**src/rtl/rocc_acc_unit_if.sv**
```systemverilog
// rocc_acc_unit_if
//   RoCC command/response channel between the core (master) and the
//   accumulator accelerator (slave).
//   Command : cmd_funct[6:0], cmd_xd, cmd_rd[4:0], cmd_rs1, cmd_rs2,
//             cmd_valid (master->slave), cmd_ready (slave->master)
//   Response: resp_data, resp_rd[4:0], resp_valid (slave->master),
//             resp_ready (master->slave)
interface rocc_acc_unit_if #(
    parameter int XLEN = 64
);
    logic [6:0]      cmd_funct;
    logic            cmd_xd;
    logic [4:0]      cmd_rd;
    logic [XLEN-1:0] cmd_rs1;
    logic [XLEN-1:0] cmd_rs2;
    logic            cmd_valid;
    logic            cmd_ready;
    logic [XLEN-1:0] resp_data;
    logic [4:0]      resp_rd;
    logic            resp_valid;
    logic            resp_ready;

    modport master (
        output cmd_funct, cmd_xd, cmd_rd, cmd_rs1, cmd_rs2, cmd_valid,
        input  cmd_ready,
        input  resp_data, resp_rd, resp_valid,
        output resp_ready
    );

    modport slave (
        input  cmd_funct, cmd_xd, cmd_rd, cmd_rs1, cmd_rs2, cmd_valid,
        output cmd_ready,
        output resp_data, resp_rd, resp_valid,
        input  resp_ready
    );
endinterface

```
**src/rtl/rocc_acc_unit.sv**
```systemverilog
// rocc_acc_unit
//   RoCC accumulator accelerator. Commands are buffered in an in-order FIFO
//   and executed on a bank of XLEN-bit accumulators (write, add, read,
//   clear-all, optional multiply-accumulate). A response {result, rd} is
//   returned only for commands with xd set, with valid/ready back-pressure.
//   Optional feature macro: ROCC_ACC_MAC_EN (adds MAC op, multiplier,
//   MAC_WAIT state and latency counter; without it op 4 is illegal).
// Ports
//   clk_i   : clock
//   rst_i   : synchronous active-high reset
//   rocc    : rocc_acc_unit_if.slave command/response channel
//   busy_o  : FIFO non-empty or FSM not idle
//
// FSM states
//   state      | meaning
//   S_IDLE     | wait for FIFO non-empty, pop head into command register
//   S_EXEC     | decode and execute; MAC loads latency counter instead
//   S_MAC_WAIT | count down MAC latency, then commit MAC result
//   S_RESP     | hold response valid until the core accepts it
module rocc_acc_unit #(
    parameter int XLEN      = 64,
    parameter int NUM_ACC   = 4,
    parameter int CMD_DEPTH = 4,
    parameter int MAC_LAT   = 3
) (
    input  logic                 clk_i,
    input  logic                 rst_i,
    rocc_acc_unit_if.slave       rocc,
    output logic                 busy_o
);
    localparam int PTR_W = (CMD_DEPTH > 1) ? $clog2(CMD_DEPTH) : 1;
    localparam int IDX_W = (NUM_ACC > 1) ? $clog2(NUM_ACC) : 1;
    localparam logic [PTR_W:0] FULL_CNT    = (PTR_W+1)'(CMD_DEPTH);
    localparam logic [4:0]     NUM_ACC_L   = 5'(NUM_ACC);

    localparam logic [2:0] OP_WRITE = 3'd0;
    localparam logic [2:0] OP_ADD   = 3'd1;
    localparam logic [2:0] OP_READ  = 3'd2;
    localparam logic [2:0] OP_CLEAR = 3'd3;
    localparam logic [2:0] OP_MAC   = 3'd4;

    typedef struct packed {
        logic [6:0]      funct;
        logic            xd;
        logic [4:0]      rd;
        logic [XLEN-1:0] rs1;
`ifdef ROCC_ACC_MAC_EN
        logic [XLEN-1:0] rs2;
`endif
    } cmd_t;

    typedef enum logic [1:0] {
        S_IDLE,
        S_EXEC,
`ifdef ROCC_ACC_MAC_EN
        S_MAC_WAIT,
`endif
        S_RESP
    } state_t;

    // ---------------- command FIFO ----------------
    cmd_t             fifo_mem_q [CMD_DEPTH];
    logic [PTR_W-1:0] wr_ptr_q, wr_ptr_d;
    logic [PTR_W-1:0] rd_ptr_q, rd_ptr_d;
    logic [PTR_W:0]   count_q, count_d;
    logic             push;
    logic             pop;
    cmd_t             cmd_in;

    // Ready is forced low during reset so nothing is pushed into a FIFO
    // whose pointers are being cleared.
    assign rocc.cmd_ready = !rst_i && (count_q != FULL_CNT);
    assign push           = rocc.cmd_valid && rocc.cmd_ready;

    always_comb begin
        cmd_in       = '0;
        cmd_in.funct = rocc.cmd_funct;
        cmd_in.xd    = rocc.cmd_xd;
        cmd_in.rd    = rocc.cmd_rd;
        cmd_in.rs1   = rocc.cmd_rs1;
`ifdef ROCC_ACC_MAC_EN
        cmd_in.rs2   = rocc.cmd_rs2;
`endif
    end

    always_comb begin
        wr_ptr_d = wr_ptr_q;
        rd_ptr_d = rd_ptr_q;
        count_d  = count_q;
        if (push) begin
            wr_ptr_d = wr_ptr_q + PTR_W'(1);
        end
        if (pop) begin
            rd_ptr_d = rd_ptr_q + PTR_W'(1);
        end
        if (push && !pop) begin
            count_d = count_q + (PTR_W+1)'(1);
        end else if (pop && !push) begin
            count_d = count_q - (PTR_W+1)'(1);
        end
    end

    always_ff @(posedge clk_i) begin
        if (push) begin
            fifo_mem_q[wr_ptr_q] <= cmd_in;
        end
    end

    // ---------------- execution FSM ----------------
    state_t          state_q, state_d;
    cmd_t            cmd_q, cmd_d;
    logic [XLEN-1:0] result_q, result_d;
    logic [4:0]      resp_rd_q, resp_rd_d;
    logic [XLEN-1:0] acc_q [NUM_ACC];
    logic [XLEN-1:0] acc_d [NUM_ACC];
`ifdef ROCC_ACC_MAC_EN
    localparam int CNT_W = (MAC_LAT > 1) ? $clog2(MAC_LAT) : 1;
    logic [CNT_W-1:0] cnt_q, cnt_d;
    logic [XLEN-1:0]  mac_prod;
`endif

    logic [2:0]       op;
    logic [3:0]       idx;
    logic [IDX_W-1:0] sel;
    logic             idx_ok;
    logic             legal;
    logic             done;
    logic [XLEN-1:0]  acc_cur;

    always_comb begin
        state_d   = state_q;
        cmd_d     = cmd_q;
        result_d  = result_q;
        resp_rd_d = resp_rd_q;
        acc_d     = acc_q;
        pop       = 1'b0;
        done      = 1'b0;
`ifdef ROCC_ACC_MAC_EN
        cnt_d     = cnt_q;
        mac_prod  = cmd_q.rs1 * cmd_q.rs2;
`endif

        op      = cmd_q.funct[2:0];
        idx     = cmd_q.funct[6:3];
        sel     = idx[IDX_W-1:0];
        idx_ok  = {1'b0, idx} < NUM_ACC_L;
        // acc_cur is only consumed when idx_ok holds
        acc_cur = acc_q[sel];

        case (op)
            OP_WRITE, OP_ADD, OP_READ: legal = idx_ok;
            OP_CLEAR:                  legal = 1'b1;
`ifdef ROCC_ACC_MAC_EN
            OP_MAC:                    legal = idx_ok;
`endif
            default:                   legal = 1'b0;
        endcase

        case (state_q)
            S_IDLE: begin
                // count_q is registered, so a command pushed this cycle is
                // not popped until the next one.
                if (count_q != '0) begin
                    pop     = 1'b1;
                    cmd_d   = fifo_mem_q[rd_ptr_q];
                    state_d = S_EXEC;
                end
            end
            S_EXEC: begin
                resp_rd_d = cmd_q.rd;
                done      = 1'b1;
                if (!legal) begin
                    result_d = '1;
                end else begin
                    case (op)
                        OP_WRITE: begin
                            acc_d[sel] = cmd_q.rs1;
                            result_d   = cmd_q.rs1;
                        end
                        OP_ADD: begin
                            acc_d[sel] = acc_cur + cmd_q.rs1;
                            result_d   = acc_cur + cmd_q.rs1;
                        end
                        OP_READ: begin
                            result_d = acc_cur;
                        end
                        OP_CLEAR: begin
                            for (int i = 0; i < NUM_ACC; i++) begin
                                acc_d[i] = '0;
                            end
                            result_d = '0;
                        end
`ifdef ROCC_ACC_MAC_EN
                        OP_MAC: begin
                            done    = 1'b0;
                            cnt_d   = CNT_W'(MAC_LAT - 1);
                            state_d = S_MAC_WAIT;
                        end
`endif
                        default: begin
                            result_d = '1;
                        end
                    endcase
                end
            end
`ifdef ROCC_ACC_MAC_EN
            S_MAC_WAIT: begin
                if (cnt_q == '0) begin
                    acc_d[sel] = acc_cur + mac_prod;
                    result_d   = acc_cur + mac_prod;
                    done       = 1'b1;
                end else begin
                    cnt_d = cnt_q - CNT_W'(1);
                end
            end
`endif
            S_RESP: begin
                if (rocc.resp_ready) begin
                    state_d = S_IDLE;
                end
            end
            default: begin
                state_d = S_IDLE;
            end
        endcase

        if (done) begin
            state_d = cmd_q.xd ? S_RESP : S_IDLE;
        end
    end

    always_ff @(posedge clk_i) begin
        if (rst_i) begin
            state_q   <= S_IDLE;
            cmd_q     <= '0;
            result_q  <= '0;
            resp_rd_q <= '0;
            wr_ptr_q  <= '0;
            rd_ptr_q  <= '0;
            count_q   <= '0;
            for (int i = 0; i < NUM_ACC; i++) begin
                acc_q[i] <= '0;
            end
`ifdef ROCC_ACC_MAC_EN
            cnt_q     <= '0;
`endif
        end else begin
            state_q   <= state_d;
            cmd_q     <= cmd_d;
            result_q  <= result_d;
            resp_rd_q <= resp_rd_d;
            wr_ptr_q  <= wr_ptr_d;
            rd_ptr_q  <= rd_ptr_d;
            count_q   <= count_d;
            acc_q     <= acc_d;
`ifdef ROCC_ACC_MAC_EN
            cnt_q     <= cnt_d;
`endif
        end
    end

    assign rocc.resp_valid = (state_q == S_RESP);
    assign rocc.resp_data  = result_q;
    assign rocc.resp_rd    = resp_rd_q;
    assign busy_o          = (count_q != '0) || (state_q != S_IDLE);

endmodule

```
**src/flat_wrapper.sv**
```systemverilog
// flat-port wrapper written by rule: the top's interface ports become plain ports
module rocc_acc_unit_flat 
#(
    parameter int XLEN      = 64,
    parameter int NUM_ACC   = 4,
    parameter int CMD_DEPTH = 4,
    parameter int MAC_LAT   = 3
)
  (clk_i, rst_i, busy_o, rocc_cmd_funct, rocc_cmd_xd, rocc_cmd_rd, rocc_cmd_rs1, rocc_cmd_rs2, rocc_cmd_valid, rocc_cmd_ready, rocc_resp_data, rocc_resp_rd, rocc_resp_valid, rocc_resp_ready);
  rocc_acc_unit_if #(.XLEN(XLEN)) rocc_i ();
  input  logic clk_i;
  input  logic rst_i;
  output logic busy_o;
  input wire logic [$bits(rocc_i.cmd_funct)-1:0] rocc_cmd_funct;
  input wire logic [$bits(rocc_i.cmd_xd)-1:0] rocc_cmd_xd;
  input wire logic [$bits(rocc_i.cmd_rd)-1:0] rocc_cmd_rd;
  input wire logic [$bits(rocc_i.cmd_rs1)-1:0] rocc_cmd_rs1;
  input wire logic [$bits(rocc_i.cmd_rs2)-1:0] rocc_cmd_rs2;
  input wire logic [$bits(rocc_i.cmd_valid)-1:0] rocc_cmd_valid;
  output wire logic [$bits(rocc_i.cmd_ready)-1:0] rocc_cmd_ready;
  output wire logic [$bits(rocc_i.resp_data)-1:0] rocc_resp_data;
  output wire logic [$bits(rocc_i.resp_rd)-1:0] rocc_resp_rd;
  output wire logic [$bits(rocc_i.resp_valid)-1:0] rocc_resp_valid;
  input wire logic [$bits(rocc_i.resp_ready)-1:0] rocc_resp_ready;
  assign rocc_i.cmd_funct = rocc_cmd_funct;
  assign rocc_i.cmd_xd = rocc_cmd_xd;
  assign rocc_i.cmd_rd = rocc_cmd_rd;
  assign rocc_i.cmd_rs1 = rocc_cmd_rs1;
  assign rocc_i.cmd_rs2 = rocc_cmd_rs2;
  assign rocc_i.cmd_valid = rocc_cmd_valid;
  assign rocc_cmd_ready = rocc_i.cmd_ready;
  assign rocc_resp_data = rocc_i.resp_data;
  assign rocc_resp_rd = rocc_i.resp_rd;
  assign rocc_resp_valid = rocc_i.resp_valid;
  assign rocc_i.resp_ready = rocc_resp_ready;
  rocc_acc_unit #(.XLEN(XLEN), .NUM_ACC(NUM_ACC), .CMD_DEPTH(CMD_DEPTH), .MAC_LAT(MAC_LAT)) u_core (.clk_i(clk_i), .rst_i(rst_i), .rocc(rocc_i), .busy_o(busy_o));
endmodule
```
**config.mk**
```make
export PLATFORM = sky130hd
export DESIGN_NAME = rocc_acc_unit_flat
export DESIGN_NICKNAME = d
export VERILOG_FILES = /design/src/rtl/rocc_acc_unit_if.sv /design/src/rtl/rocc_acc_unit.sv /design/src/flat_wrapper.sv
export SDC_FILE = /design/constraint.sdc
export NUM_CORES = 2
export LEC_CHECK = 0
export ABC_AREA = 1
export CAP_MARGIN = 10
export CORE_UTILIZATION = 50
export CTS_CLUSTER_SIZE = 40
export DETAILED_ROUTE_END_ITERATION = 10
export GPL_ROUTABILITY_DRIVEN = 0
export HOLD_SLACK_MARGIN = 0.1
export PLACE_DENSITY = 0.69
export REMOVE_ABC_BUFFERS = 1
export SYNTH_ARGS = -nofsm -noshare
export SYNTH_HDL_FRONTEND = slang
export SYNTH_SLANG_ARGS = --single-unit
```
**constraint.sdc**
```tcl
create_clock -name clk_i -period 7.4 [get_ports clk_i]
set_clock_uncertainty 0.1 [all_clocks]
set_input_delay 1.85 -clock clk_i [delete_from_list [all_inputs] [get_ports clk_i]]
set_output_delay 1.85 -clock clk_i [all_outputs]
set_load 0.005 [all_outputs]
```
# [Word-level counts from Yosys, hierarchy flattened]
# Memory sizes are Yosys's and may differ from the RTL's. A register that Yosys moved wholly into a read port is not among the register bits.
# Index checks and enable logic that the tools add are counted.
# W data, S select, Z words.
[totals] regBits=334 ram_bits=308 inputBits=145 output_inout_bits=72 elab_cells=71 memories=1
[memory_table] memory="u_core.fifo_mem_q" words=4 width=77 rd=1 rd_clocked_by_memory_dff=1 wr=1 line_no="rocc_acc_unit.sv:62" rtl="cmd_t fifo_mem_q [CMD_DEPTH];"
[classes] add_sub_neg=5 order_cmp=3 n_eq_ne=9 n_mux=23 n_bitwise=1 n_reduce_logical=19
[ops] op="$pmux W256 S3" n=1
[ops] op="$bwmux W256" n=2
[ops] op="$mux W64" n=4
[ops] op="$pmux W64 S4" n=1
[ops] op="$bmux W64 S2" n=1
[ops] op="$demux W64 S2" n=1
[ops] op="$add A64 B64 Y64" n=1
[ops] op="$mux W2" n=4
[ops] op="$eq A3 B2 Y1 const B" n=2
[ops] op="$mux W3" n=2
[ops] op="$ne A3 B1 Y1 const B" n=2
[ops] op="$pmux W2 S3" n=1
[ops] op="$reduce_and A3 Y1" n=2
[ops] op="$reduce_bool A3 Y1" n=2
[ops] op="$logic_and A1 B1 Y1" n=5
[ops] op="$mux W1" n=5
[ops] op="$add A2 B1 Y2 const B" n=2
[ops] op="$lt A4 B3 Y1 const B" n=1
[ops] op="$reduce_bool A2 Y1" n=2
[ops] op="$add A3 B1 Y3 const B" n=1
[ops] op="$eq A3 B1 Y1 const B" n=1
[ops] op="$ge A3 B3 Y1 const B" n=1
[ops] op="$logic_not A1 Y1" n=3
[ops] op="$logic_not A3 Y1" n=1
[ops] op="other kinds (12)" n=12

# [Logic depth before layout (Yosys ltp)]
[depth] word_depth=7 mapped_depth=23 depth_no_buf=21

# [Worst setup path after synthesis]
# Ideal clock, no wire load.
[synth_timing] path_kind="input to register" startpoint="input rst_i" endpoint="memory u_core.fifo_mem_q[0][0] (netlist name), enable pin" setup_time_ns=0.513 arrival_time_ns=5.689 required_ns=6.787 path_slack_ns=1.098 stages=4 path_buffers=1 path_cell_list="clkbuf_1 a31oi_1 nand2_1 nor2_1"
[synth_via] elab_chain_cells=5
[synth_lines] element="start, declared" line_no="flat_wrapper.sv:12" rtl="input logic rst_i;"
[synth_lines] element="$logic_not A1 Y1" line_no="rocc_acc_unit.sv:72" rtl="assign rocc.cmd_ready = !rst_i && (count_q != FULL_CNT);"
[synth_lines] element="$logic_and A1 B1 Y1" line_no="rocc_acc_unit.sv:72"
[synth_lines] element="net rocc_cmd_ready" line_no="flat_wrapper.sv:20" rtl="output wire logic [$bits(rocc_i.cmd_ready)-1:0] rocc_cmd_ready;"
[synth_lines] element="$logic_and A1 B1 Y1" line_no="rocc_acc_unit.sv:73" rtl="assign push = rocc.cmd_valid && rocc.cmd_ready;"
[synth_lines] element="$mux W1" line_no="rocc_acc_unit.sv:104" rtl="if (push) begin"
[synth_lines] element="$mux W1 (implied by the code)" line_no="rocc_acc_unit.sv:105" rtl="fifo_mem_q[wr_ptr_q] <= cmd_in;"
[synth_lines] element="end, declared" line_no="rocc_acc_unit.sv:62"
# The timed path passes the listed nets, and every way through them passes these cells.

# [Final worst setup path]
[layout_timing] startpoint="input rst_i" endpoint="output rocc_cmd_ready"
[layout_via] elab_chain_cells=2
[layout_lines] element="$logic_not A1 Y1" line_no="rocc_acc_unit.sv:72"
[layout_lines] element="$logic_and A1 B1 Y1" line_no="rocc_acc_unit.sv:72"
[layout_lines] element="end, declared" line_no="flat_wrapper.sv:20"
# No other way between the ends.

==> impl_metrics.ini <==
[placement]
io_buffers = 152
place_ws_ps = 2440
place_area_um2 = 39700
dp_hpwl_um = 77100

[yosys]
synthMuxAreaShare = 0
ys_warn_count = 0
synth_cell_types = 45
netlist_area_um2 = 37500
yosys.area_share.simple = 0.237
ys_seq_area_frac = 0.466
synth_compound_area_frac = 0.191
synth_top_family_by_area = simple AND/OR/NAND/NOR gates
synthCells = 5009
avgSynthCellArea_um2 = 7.49
synth-xor-area-share = 0.00210
ys_ff_latch = 719
synthAdderAreaFrac = 0.0237

[timing]
setup_viol = 0
hold_violations = 0
fin_crit_ps = 4970
tns_ps = 0
post-route-period-util = 0.671
tightest_slew_ps = 1090
fin_ws_ps = 2430
slew_violations = 0
slew_headroom = 0.274
fmax_mhz = 201
rsz0062_at_grt = no

[global_route]
grt_first_pass_wirelength_um = 192000
busiest_layer = met2
grt_overflow = 0
use_met3 = 0.0707
use_met2 = 0.506
gr-usage-all-layers = 0.328
grt_max_degree = 176
grt_use_met1 = 0.439
grt_pass1_vias = 33100
antenna_found_initial = 5

[power]
p_leak_nw = 17.2
irDropWorstVdd_uv = 371
power_density_nw_per_um2 = 368

[critical_path]
crit_type = primary input to output pin
cp.required_ps = 5450
reg2reg_depth = 18
cp_max_fo = 37
endpoint_kind = output pin
ff2ff_setup_slack_ps = 2740
r2r_start = u_core.cmd_q[74]$_SDFFE_PP0P_
critPathLaunchType = primary input
arrival_ps = 3020

[clock_tree]
cts-hold-fix-buffers = 0
clk_pin_slew_ps = 60
cts_resized = 0
clock_sinks = 719
cts-root-buf = clkbuf_16
cts_setup_buffers = 0
cts_made_buffers = 79
cts_max_level = 3
insertion_delay_ps = 650
cts_tree = built
ctsLongestPathBuffers = 3

[job]
drv_cap = 0

[die]
core_area_um2 = 74300
die_h_um = 276
die_x_um = 276
dieArea_um2 = 76100
rows = 100
ios = 217
start_util = 0.505

[finish]
nets = 5224
final_common_cell = nand2_1
final_area_um2 = 42500
drive_gt1_frac = 0.0487
fin_util = 0.572
syn2layout_area_growth_pct = 13.3
layout_common_cells = nand2_1, nor2_1, inv_1, o21ai_0, dfxtp_1

[run_status]
violations = design-rule violations
status = finished, violations left

[drt]
dr.pass1.iters = 11
totalWireLength_um = 127000
antenna_left = 0
wire_per_inst_um = 21.0
drtIter0Drc = 4540
num_vias = 36000
drc = 2
via_per_inst = 5.95

[worst_hold_path]
hold_depth = 2
min_path_type = flop to flop
[worst max-delay path by stage]
stage | startpoint | end | slack (ps) | cells past startpoint
2_1_floorplan | u_core.cmd_q[73]$_SDFFE_PP0P_ | flop | 960 | 5
3_3_place_gp | rst_i | rocc_cmd_ready | 2450 | 3
3_5_place_dp | rst_i | rocc_cmd_ready | 2440 | 3
4_1_cts | rst_i | rocc_cmd_ready | 2430 | 3
5_1_grt | rst_i | rocc_cmd_ready | 2390 | 3
6_report | rst_i | rocc_cmd_ready | 2430 | 3
[layout make-up]
type / instances / area, um2
Sequential cell: 719 / 17500
Antenna cell: 2 / 5.00
Clock buffer: 108 / 2310
Tap cell: 969 / 1210
Clock inverter: 40 / 483
Multi-Input combinational cell: 3507 / 17200
Fill cell: 6815 / 31800
Inverter: 495 / 1870
Timing Repair Buffer: 207 / 1970
[stage by stage]
stage	total power, mW	instances	hold WS [ps]
6_report	15.7	6047	360
3_5_place_dp	11.3	5895	353
2_1_floorplan	8.75	4721	332
5_1_grt	16.4	6047	375
4_1_cts	15.4	6043	362
3_3_place_gp	11.2	5895	348
[kinds of logic (layout without fill, tap and decap cells)]
family,Yosys count,in the layout
AOI/OAI and AO/OA,1223,1223
xor gates and xnor gates,9,9
buffers and inverters,783,850
other,0,2
adders and majority gates,70,70
DFF,719,719
and+or+nand+nor,2205,2205
[cells in the mapped netlist (all sizes together)]
master   count  area (um2)
buf         71         335
a22oi       65         488
clkinv       2        7.51
nor3        13        65.1
xor2         8        70.1
a21oi      360        1820
or2         12        75.1
clkbuf     217         815
inv        493        1850
a31oi       91         569
nor2       718        2730
edfxtp     308        9250
o221ai       3        26.3
o21bai       2        15.0
ha          68         851
o2111ai      9        78.8
a221oi      49         429
o2bb2ai     93         815
fa           2        40.0
o22ai       33         206
a21o         3        22.5
nand2     1079        4050
nand3      344        1730
a22o         2        17.5
nor4         1        6.26
o21ai      471        2360
nand3b      13        97.6
and2        11        68.8
a41oi        3        26.3
xnor2        1        8.76
dfxtp      411        8230
nand4       13        81.3
and3         1        6.26
o211ai      39         293
[routing by layer]
layer | share of wire | vias up
met5 | 0.00033 | -
met2 | 0.43 | 2003
met3 | 0.12 | 427
li1 | - | 16900
met4 | 0.048 | 6
met1 | 0.40 | 16600
[power breakdown]
part           internal (mW)  switching, mW
logic                   1.71           4.24
clock network           2.45           1.72
registers               4.80          0.724
[critical path, stage by stage]
cell,delay [ps]
buf_4,260
a31oi_1,310
clkdlybuf4s50_1,550
(Power assumes the default switching activity.)
